==> src/rtl/mem_port_arbiter_if.sv <==
// Bundle of the fetch, load/store and memory-side signals around mem_port_arbiter.
// The master modport is the arbiter's view; slave is the surrounding system's view.
interface mem_port_arbiter_if #(
  parameter int WORD_SIZE = 32
);
  localparam int BE_W = WORD_SIZE / 8;

  logic                 ifetch_req;
  logic [WORD_SIZE-1:0] ifetch_addr;
  logic [WORD_SIZE-1:0] ifetch_rdata;
  logic                 ifetch_valid;

  logic                 data_en;
  logic                 data_write;
  logic [BE_W-1:0]      data_byte_en;
  logic [WORD_SIZE-1:0] data_addr;
  logic [WORD_SIZE-1:0] data_wdata;
  logic [WORD_SIZE-1:0] data_rdata;
  logic                 data_valid;

  logic                 mem_req;
  logic                 mem_write;
  logic [BE_W-1:0]      mem_byte_en;
  logic [WORD_SIZE-1:0] mem_addr;
  logic [WORD_SIZE-1:0] mem_wdata;
  logic [WORD_SIZE-1:0] mem_rdata;
  logic                 mem_ack;

  logic                 bus_err;

  modport master (
    input  ifetch_req, ifetch_addr,
    output ifetch_rdata, ifetch_valid,
    input  data_en, data_write, data_byte_en, data_addr, data_wdata,
    output data_rdata, data_valid,
    output mem_req, mem_write, mem_byte_en, mem_addr, mem_wdata,
    input  mem_rdata, mem_ack,
    output bus_err
  );

  modport slave (
    output ifetch_req, ifetch_addr,
    input  ifetch_rdata, ifetch_valid,
    output data_en, data_write, data_byte_en, data_addr, data_wdata,
    input  data_rdata, data_valid,
    input  mem_req, mem_write, mem_byte_en, mem_addr, mem_wdata,
    output mem_rdata, mem_ack,
    input  bus_err
  );
endinterface

==> src/rtl/mem_port_arbiter.sv <==
// Arbitrates one single-ported memory between instruction fetch and load/store,
// with anti-starvation for fetch and an ack timeout that aborts a stuck request.
module mem_port_arbiter #(
  parameter int WORD_SIZE    = 32,
  parameter int STARVE_LIMIT = 4,
  parameter int ACK_TIMEOUT  = 64
) (
  input logic                clk,
  input logic                reset,
  mem_port_arbiter_if.master bus
);
  localparam int BE_W     = WORD_SIZE / 8;
  localparam int STREAK_W = $clog2(STARVE_LIMIT + 1);
  localparam int TMO_W    = $clog2(ACK_TIMEOUT);
  localparam logic [STREAK_W-1:0] STREAK_MAX = STREAK_W'(STARVE_LIMIT);
  localparam logic [TMO_W-1:0]    TMO_LAST   = TMO_W'(ACK_TIMEOUT - 1);

  typedef enum logic [1:0] {IDLE, BUSY_I, BUSY_D} state_t;

  state_t               state_reg, state_next;
  logic                 mem_write_reg;
  logic [BE_W-1:0]      mem_byte_en_reg;
  logic [WORD_SIZE-1:0] mem_addr_reg;
  logic [WORD_SIZE-1:0] mem_wdata_reg;
  logic [STREAK_W-1:0]  streak_reg;
  logic [TMO_W-1:0]     timeout_reg;
  logic                 bus_err_reg;

  logic grant_d, grant_i, abort, busy;

  always_comb begin
    state_next = state_reg;
    grant_d    = 1'b0;
    grant_i    = 1'b0;
    abort      = 1'b0;
    case (state_reg)
      IDLE: begin
        // Data wins ties unless fetch has already lost STARVE_LIMIT grants in a row.
        if (bus.data_en && (streak_reg < STREAK_MAX || !bus.ifetch_req)) begin
          grant_d    = 1'b1;
          state_next = BUSY_D;
        end else if (bus.ifetch_req) begin
          grant_i    = 1'b1;
          state_next = BUSY_I;
        end
      end
      BUSY_I, BUSY_D: begin
        if (bus.mem_ack) begin
          state_next = IDLE;
        end else if (timeout_reg == TMO_LAST) begin
          abort      = 1'b1;
          state_next = IDLE;
        end
      end
      default: state_next = IDLE;
    endcase
  end

  always_ff @(posedge clk) begin
    if (reset) begin
      state_reg       <= IDLE;
      mem_write_reg   <= 1'b0;
      mem_byte_en_reg <= '0;
      mem_addr_reg    <= '0;
      mem_wdata_reg   <= '0;
      streak_reg      <= '0;
      timeout_reg     <= '0;
      bus_err_reg     <= 1'b0;
    end else begin
      state_reg <= state_next;
      if (grant_d) begin
        mem_write_reg   <= bus.data_write;
        // Loads always read the full word; lane selection happens downstream.
        mem_byte_en_reg <= bus.data_write ? bus.data_byte_en : '1;
        mem_addr_reg    <= bus.data_addr;
        mem_wdata_reg   <= bus.data_wdata;
        timeout_reg     <= '0;
        if (!bus.ifetch_req)
          streak_reg <= '0;
        else if (streak_reg != STREAK_MAX)
          streak_reg <= streak_reg + 1'b1;
      end else if (grant_i) begin
        mem_write_reg   <= 1'b0;
        mem_byte_en_reg <= '1;
        mem_addr_reg    <= bus.ifetch_addr;
        timeout_reg     <= '0;
        streak_reg      <= '0;
      end else if (busy && !bus.mem_ack) begin
        timeout_reg <= timeout_reg + 1'b1;
      end
      if (abort)
        bus_err_reg <= 1'b1;
    end
  end

  assign busy            = (state_reg != IDLE);
  assign bus.mem_req     = busy;
  assign bus.mem_write   = mem_write_reg;
  assign bus.mem_byte_en = mem_byte_en_reg;
  assign bus.mem_addr    = mem_addr_reg;
  assign bus.mem_wdata   = mem_wdata_reg;
  assign bus.bus_err     = bus_err_reg;

  // Completion is combinational off the ack so the requester advances on the next edge.
  assign bus.ifetch_valid = (state_reg == BUSY_I) && bus.mem_ack && !reset;
  assign bus.data_valid   = (state_reg == BUSY_D) && bus.mem_ack && !reset;
  assign bus.ifetch_rdata = bus.ifetch_valid ? bus.mem_rdata : '0;
  assign bus.data_rdata   = bus.data_valid ? bus.mem_rdata : '0;
endmodule

==> src/flat_wrapper.sv <==
// flat-port wrapper written by rule: the top's interface ports become plain ports
module mem_port_arbiter_flat 
#(
  parameter int WORD_SIZE    = 32,
  parameter int STARVE_LIMIT = 4,
  parameter int ACK_TIMEOUT  = 64
)
  (clk, reset, bus_ifetch_req, bus_ifetch_addr, bus_ifetch_rdata, bus_ifetch_valid, bus_data_en, bus_data_write, bus_data_byte_en, bus_data_addr, bus_data_wdata, bus_data_rdata, bus_data_valid, bus_mem_req, bus_mem_write, bus_mem_byte_en, bus_mem_addr, bus_mem_wdata, bus_mem_rdata, bus_mem_ack, bus_bus_err);
  mem_port_arbiter_if #(.WORD_SIZE(WORD_SIZE)) bus_i ();
  input logic clk;
  input logic reset;
  input wire logic [$bits(bus_i.ifetch_req)-1:0] bus_ifetch_req;
  input wire logic [$bits(bus_i.ifetch_addr)-1:0] bus_ifetch_addr;
  output wire logic [$bits(bus_i.ifetch_rdata)-1:0] bus_ifetch_rdata;
  output wire logic [$bits(bus_i.ifetch_valid)-1:0] bus_ifetch_valid;
  input wire logic [$bits(bus_i.data_en)-1:0] bus_data_en;
  input wire logic [$bits(bus_i.data_write)-1:0] bus_data_write;
  input wire logic [$bits(bus_i.data_byte_en)-1:0] bus_data_byte_en;
  input wire logic [$bits(bus_i.data_addr)-1:0] bus_data_addr;
  input wire logic [$bits(bus_i.data_wdata)-1:0] bus_data_wdata;
  output wire logic [$bits(bus_i.data_rdata)-1:0] bus_data_rdata;
  output wire logic [$bits(bus_i.data_valid)-1:0] bus_data_valid;
  output wire logic [$bits(bus_i.mem_req)-1:0] bus_mem_req;
  output wire logic [$bits(bus_i.mem_write)-1:0] bus_mem_write;
  output wire logic [$bits(bus_i.mem_byte_en)-1:0] bus_mem_byte_en;
  output wire logic [$bits(bus_i.mem_addr)-1:0] bus_mem_addr;
  output wire logic [$bits(bus_i.mem_wdata)-1:0] bus_mem_wdata;
  input wire logic [$bits(bus_i.mem_rdata)-1:0] bus_mem_rdata;
  input wire logic [$bits(bus_i.mem_ack)-1:0] bus_mem_ack;
  output wire logic [$bits(bus_i.bus_err)-1:0] bus_bus_err;
  assign bus_i.ifetch_req = bus_ifetch_req;
  assign bus_i.ifetch_addr = bus_ifetch_addr;
  assign bus_ifetch_rdata = bus_i.ifetch_rdata;
  assign bus_ifetch_valid = bus_i.ifetch_valid;
  assign bus_i.data_en = bus_data_en;
  assign bus_i.data_write = bus_data_write;
  assign bus_i.data_byte_en = bus_data_byte_en;
  assign bus_i.data_addr = bus_data_addr;
  assign bus_i.data_wdata = bus_data_wdata;
  assign bus_data_rdata = bus_i.data_rdata;
  assign bus_data_valid = bus_i.data_valid;
  assign bus_mem_req = bus_i.mem_req;
  assign bus_mem_write = bus_i.mem_write;
  assign bus_mem_byte_en = bus_i.mem_byte_en;
  assign bus_mem_addr = bus_i.mem_addr;
  assign bus_mem_wdata = bus_i.mem_wdata;
  assign bus_i.mem_rdata = bus_mem_rdata;
  assign bus_i.mem_ack = bus_mem_ack;
  assign bus_bus_err = bus_i.bus_err;
  mem_port_arbiter #(.WORD_SIZE(WORD_SIZE), .STARVE_LIMIT(STARVE_LIMIT), .ACK_TIMEOUT(ACK_TIMEOUT)) u_core (.clk(clk), .reset(reset), .bus(bus_i));
endmodule
==> config.mk <==
export PLATFORM = sky130hd
export DESIGN_NAME = mem_port_arbiter_flat
export DESIGN_NICKNAME = d
export VERILOG_FILES = /design/src/rtl/mem_port_arbiter_if.sv /design/src/rtl/mem_port_arbiter.sv /design/src/flat_wrapper.sv
export SDC_FILE = /design/constraint.sdc
export NUM_CORES = 1
export LEC_CHECK = 0
export BUFFER_PORTS_ARGS = -buffer_cell sky130_fd_sc_hd__buf_2
export CORE_MARGIN = 1
export CORE_UTILIZATION = 25
export DETAILED_ROUTE_END_ITERATION = 16
export PLACE_DENSITY = 0.57
export SLEW_MARGIN = 20
export SYNTH_ARGS = -nofsm -noshare
export SYNTH_HDL_FRONTEND = slang
export SYNTH_SLANG_ARGS = --single-unit
==> constraint.sdc <==
create_clock -name clk -period 2.9 [get_ports clk]
set_clock_uncertainty 0.05 [all_clocks]
set_input_delay 0.58 -clock clk [delete_from_list [all_inputs] [get_ports clk]]
set_output_delay 0.58 -clock clk [all_outputs]
set_load 0.01 [all_outputs]
==> results of run 1 <==
==> how the worst max path moves through the flow <==
stage	start	cells after the start	to	slack [ns]
6_report	u_core.state_reg[0]	6	bus_data_rdata[6]	0.64
5_1_grt	u_core.state_reg[0]	6	bus_data_rdata[29]	0.50
4_1_cts	u_core.state_reg[0]	6	bus_data_rdata[6]	0.60
3_5_place_dp	reset	6	bus_data_rdata[6]	0.80
3_3_place_gp	reset	6	bus_data_rdata[18]	0.81
2_1_floorplan	reset	4	bus_data_rdata[22]	0.87
==> per-layer routing <==
metal,part of all wire,up-vias,wire [microns],GRT usage
met1,0.40,1751,4490,0.159
met2,0.48,180,5490,0.258
li1,-,2083,-,-
met3,0.089,25,1010,0.0517
met5,0,-,0,0
met4,0.030,0,339,0.0777
==> synthesized netlist by cell type <==
cell / number
a21oi_1: 36
o311ai_0: 1
buf_6: 2
buf_2: 11
buf_4: 3
nor2_1: 9
a41oi_1: 1
o2111ai_1: 1
a32o_1: 2
nand2_2: 1
nand4_2: 1
xnor2_1: 1
nand3_1: 2
nor2_2: 1
o21ai_2: 1
dfxtp_1: 81
inv_1: 7
dlymetal6s2s_1: 1
xor2_1: 3
o221a_2: 4
nand4_1: 1
ha_1: 6
o21a_1: 1
a32oi_1: 2
and3_1: 4
clkbuf_1: 20
o21ai_0: 33
and2_1: 64
or4_1: 1
a31oi_1: 33
nor2b_1: 1
nand2_1: 137
nand2b_1: 1
==> per-stage QoR <==
stage	hold slack, ns	area [sq um]	power [W]	util	setup slack [ns]
after detailed placement	0.394	5140	0.00200	0.365	0.800
final	0.400	5440	0.00312	0.386	0.641
after floorplan	0.418	3660	0.00170	-	0.874
after global routing	0.411	5440	0.00330	0.386	0.496
after CTS	0.403	5440	0.00317	0.386	0.600
after global placement	0.391	5140	0.00200	0.365	0.806
==> worst max-delay path: stages (launching register included) <==
cell	delay, ns
dfxtp_1	0.36
inv_1	0.07
ha_1	0.19
and3_1	0.13
buf_4	0.20
and2_1	0.18
buf_2	0.13
==> cell families (layout without fill, tap and decap cells) <==
| group | after synthesis | count (layout) |
|---|---|---|
| and+or+nand+nor | 223 | 223 |
| AOI/OAI and AO/OA | 115 | 115 |
| DFF | 81 | 81 |
| buffers and inverters | 44 | 306 |
| adders and majority gates | 6 | 6 |
| xor gates and xnor gates | 4 | 4 |
| other | 0 | 1 |
==> power groups by stage <==
stage	sequential [W]	clock, W	combinational, W
2_1_floorplan	0.00137	0	0.000337
3_3_place_gp	0.00131	0	0.000696
3_5_place_dp	0.00131	0	0.000693
4_1_cts	0.00129	0.00119	0.000693
5_1_grt	0.00130	0.00124	0.000764
6_report	0.00129	0.00115	0.000680
==> layout make-up <==
| class | instances | share of cell area |
|---|---|---|
| multi-input cells | 348 | 0.336 |
| flip-flops and latches | 81 | 0.298 |
| repair buffers | 283 | 0.264 |
| clock inverters | 4 | 0.00943 |
| diodes | 1 | 0.000460 |
| well taps | 180 | 0.0414 |
| inverters | 7 | 0.00483 |
| clock buffers | 12 | 0.0453 |
==> run summary, run 1 <==
most frequent cells in the layout -> buf_2, nand2_1, dfxtp_1
num rows -> 43
drt total wl -> 11300 microns
Post-Syn Area per Cell -> 7.73 sq um
Compound-Gate Fraction of Synth Area -> 0.185
min cycle time layout -> 2.26 ns
main combinational cell family by area after synthesis -> simple AND/OR/NAND/NOR gates
CTS Buffer Depth -> 2
Hold Path Class -> flip-flop to flip-flop
crit-path max FO -> 33
largest net degree at the start of global routing -> 70
fin nets -> 874
Avg WL per Cell -> 12.4 microns
CTS resizes -> 0
Seq/Total Area, Yosys -> 0.443
Cell Pwr Density -> 574 nW/um^2
mux share of post-synthesis cell area -> 0
IO Pins -> 275
period utilization -> 0.779
post-synth net total -> 617
Final GP Congestion -> 0.758
share of the synthesized area in the top cell type -> 0.443
DR pass1 iterations -> 4
Post-Synth Adder-Cell Area -> 0.0205
initial antenna violation count -> 1
CP Capture Type -> output port
flops & latches, synth -> 81
leakage power -> 2.84 nW
Max VDD drop -> 0.000347 V
WHS Endpoint -> u_core.bus.mem_wdata[1]
starting density of the core -> 0.259
xor and xnor area share after synthesis -> 0.00958
worst min-delay path startpoint -> u_core.bus.mem_wdata[1]
area of the multi-input gates -> 1830 sq um
Area Overhead vs Synth -> 48.8%
vias per cell -> 4.41
later-pin clock latency in the skew report -> 0.34 ns
area of the mapped netlist -> 3660 sq um
worst-case reg-to-reg path depth -> 6
Reg area -> 1620 sq um
Simple-Gate Fraction of Synth Area -> 0.283
flop-to-flop setup slack -> 0.86 ns
Critical Path AT -> 1.63 ns
Finished Layout Cells -> 916
setup_tns -> 0 ns
CTS buffer count -> 9
Synth area leader -> dfxtp_1
CP Data Required Time -> 2.27 ns
final number of setup-violating endpoints -> 0
DIE HEIGHT -> 123 microns
Least-Margin Pin Slew -> 0.618 ns
Rel. slew slack -> 0.588
max-slew violations -> 0
IO Port Bufs -> 274
CP Class -> flip-flop to output port
RSZ-0062 raised after global routing -> false
Yosys Warn Count -> 0
Root Driver -> clkbuf_16
Final ANT Viol Nets -> 0
most common cell after layout, fill and taps aside -> buf_2
FF-to-FF Start -> u_core.state_reg[0]
reg2reg end -> u_core.bus.mem_addr[15]
Die ar. -> 15100 sq um
Max-cap violations -> 0
first-pass GRT wire length -> 17400 microns
Reg clk slew, reported paths -> 0.06 ns
core area -> 14100 sq um
Die W -> 123 microns
total grt overflow -> 0
Reg power frac -> 0.413
Pint -> 0.00220 W
Achievable Freq -> 443 MHz
cells after synthesis -> 473
DR iter-0 viols -> 125
Comb power frac -> 0.218
clk sinks -> 81
DRC -> 0
Switching Share -> 0.294
CP startpoint kind -> flip-flop
power share of the clock group -> 0.370
Vias -> 4039
Area contributors post-synth -> dfxtp_1, nand2_1, and2_1
status -> completed
Switching Power -> 0.000918 W
vias in the first global route -> 3638
fillcell total -> 1497
postcts setup bufs -> 0
synth unique cells -> 33
DP HPWL -> 8260 microns
placed cell count -> 899
H-tree levels -> 3
CTS tree -> done
cts hold-fix bufs -> 0
Final Hold Violating Endpoints -> 0
share of cells above drive strength 1 -> 0.419
hold depth -> 2
Tot GR Track Use -> 0.149
No activity file was read; power rests on OpenSTA's default activity.
==> run 2: changes to the inputs <==
==> constraint.sdc (replaced) <==
create_clock -name clk -period 2.2 [get_ports clk]
set_clock_uncertainty 0.05 [all_clocks]
set_input_delay 0.44 -clock clk [delete_from_list [all_inputs] [get_ports clk]]
set_output_delay 0.44 -clock clk [all_outputs]
set_load 0.01 [all_outputs]
==> run summary, run 2 (synthesis results as in run 1) <==
max-slew violations -> 0 (unchanged)
Max VDD drop -> 0.000455 V (+31%)
DP HPWL -> 8250 microns (-0.14%)
Crit-path slowest cell -> dfxtp_1
min cycle time layout -> 2.08 ns
fin nets -> 875 (+0.11%)
Final Hold Violating Endpoints -> 0 (unchanged)
RSZ-0062 raised after global routing -> false
vias per cell -> 4.41 (about the same)
leakage power -> 2.87 nW (+1.0%)
CP peak stage delay -> 0.35 ns (about the same)
status -> completed
CP Capture Type -> output port
most common cell after layout, fill and taps aside -> buf_2
num rows -> 43 (unchanged)
Reg clk slew, reported paths -> 0.06 ns (about the same)
Rel. slew slack -> 0.701 (+0.114)
Final GP Congestion -> 0.742 (-2.1%)
drt total wl -> 11300 microns (-0.33%)
postcts setup bufs -> 0 (unchanged)
final core occ -> 0.390 (+0.00390)
Cell Pwr Density -> 757 nW/um^2 (+32%)
Final ANT Viol Nets -> 0 (unchanged)
DR pass1 iterations -> 4 (unchanged)
largest net degree at the start of global routing -> 65 (-7.1%)
Die W -> 123 microns (unchanged)
DRC -> 0 (unchanged)
IO Pins -> 275 (unchanged)
Max-cap violations -> 0 (unchanged)
Critical Path AT -> 1.59 ns (-0.04 ns)
Die ar. -> 15100 sq um (unchanged)
period utilization -> 0.944
Least-Margin Pin Slew -> 0.442 ns (-0.176 ns)
cts hold-fix bufs -> 0 (unchanged)
CTS resizes -> 0 (unchanged)
CP Data Required Time -> 1.71 ns (-0.56 ns)
setup_tns -> 0 ns (unchanged)
crit-path max FO -> 33 (unchanged)
later-pin clock latency in the skew report -> 0.33 ns (about the same)
initial antenna violation count -> 0 (-1)
vias in the first global route -> 3549 (-2.4%)
Achievable Freq -> 481 MHz
Avg WL per Cell -> 12.3 microns (-0.33%)
share of cells above drive strength 1 -> 0.421 (+0.00215)
first-pass GRT wire length -> 17100 microns (-2.0%)
CP startpoint kind -> flip-flop
Root Driver -> clkbuf_16
critical-path cell list -> inv_1, ha_1, and3_1, buf_4, and2_1, buf_2
final number of setup-violating endpoints -> 0 (unchanged)
CP Class -> flip-flop to output port
clk sinks -> 81 (unchanged)
CTS tree -> done
CTS buffer count -> 9 (unchanged)
Area Overhead vs Synth -> 50.3%
DIE HEIGHT -> 123 microns (unchanged)
Vias -> 4036 (-0.074%)
H-tree levels -> 3 (unchanged)
CTS Buffer Depth -> 2 (unchanged)
IO Port Bufs -> 274 (unchanged)
Hold Path Class -> input port to flip-flop
Inserted Diodes -> 0 (-1)
starting density of the core -> 0.259 (unchanged)
core area -> 14100 sq um (unchanged)
total grt overflow -> 0 (unchanged)
Tot GR Track Use -> 0.144 (-0.00504)
most frequent cells in the layout -> buf_2, nand2_1, dfxtp_1
DR iter-0 viols -> 113 (-9.6%)
==> run 2: cell count changes in the layout (fill, tap and decap cells not counted), sizes merged <==
cell      before  now
buf          283  284
clkbuf        12   11
clkinv         1    3
clkinvlp       1    0
diode          1    0
==> run 2: per-layer routing <==
metal,share of wire,GRT usage
met1,0.41,0.165
met2,0.49,0.252
met3,0.090,0.0457
met4,0.010,0.0457
met5,0,0
==> run 2: final cells by class <==
type / instances / area, sq um
inverter: 7 / 26.3
clock buffer: 11 / 243
fill: 1519 / 8600
clock inverter: 5 / 63.8
multi-input combinational: 348 / 1830
tap: 180 / 225
sequential: 81 / 1620
timing repair buffer: 284 / 1490
==> run 2: worst max-delay path, delay by kind of cell, from the launching register on <==
family | cells | cell delay [ns]
buf+inv | 3 | 0.40
simple gates | 2 | 0.32
fa+ha+maj | 1 | 0.18
flops | 1 | 0.35
==> run 2: report_power, final <==
group | total [W] | switching, W | internal (W)
Sequential | 0.00170 | 0.0000703 | 0.00163
Clock | 0.00154 | 0.000617 | 0.000921
Combinational | 0.000925 | 0.000535 | 0.000390
Total | 0.00416 | 0.00122 | 0.00294
==> run 2: worst paths after layout <==
kind | start | to | slack, ns | cells past startpoint
worst max register to register | u_core.state_reg[0] | u_core.bus.mem_byte_en[1] | 0.40 | 5
worst max-delay path | u_core.state_reg[1] | bus_ifetch_rdata[6] | 0.12 | 6
worst min register to register | u_core.bus.mem_write | u_core.bus.mem_write | 0.40 | 2
worst min-delay path | bus_data_wdata[15] | u_core.bus.mem_wdata[15] | 0.29 | 3
==> run 2: stage by stage <==
| step | power (W) | hold slack [ns] | instances | cell area (sq um) | setup slack [ns] |
|---|---|---|---|---|---|
| 5_1_grt | 0.00442 | 0.284 | 916 | 5500 | 0.00552 |
| 2_1_floorplan | 0.00224 | 0.418 | 473 | 3660 | 0.454 |
| 3_5_place_dp | 0.00267 | 0.394 | 900 | 5190 | 0.379 |
| 6_report | 0.00416 | 0.293 | 916 | 5500 | 0.122 |
| 3_3_place_gp | 0.00267 | 0.391 | 900 | 5190 | 0.396 |
| 4_1_cts | 0.00423 | 0.280 | 916 | 5490 | 0.0837 |
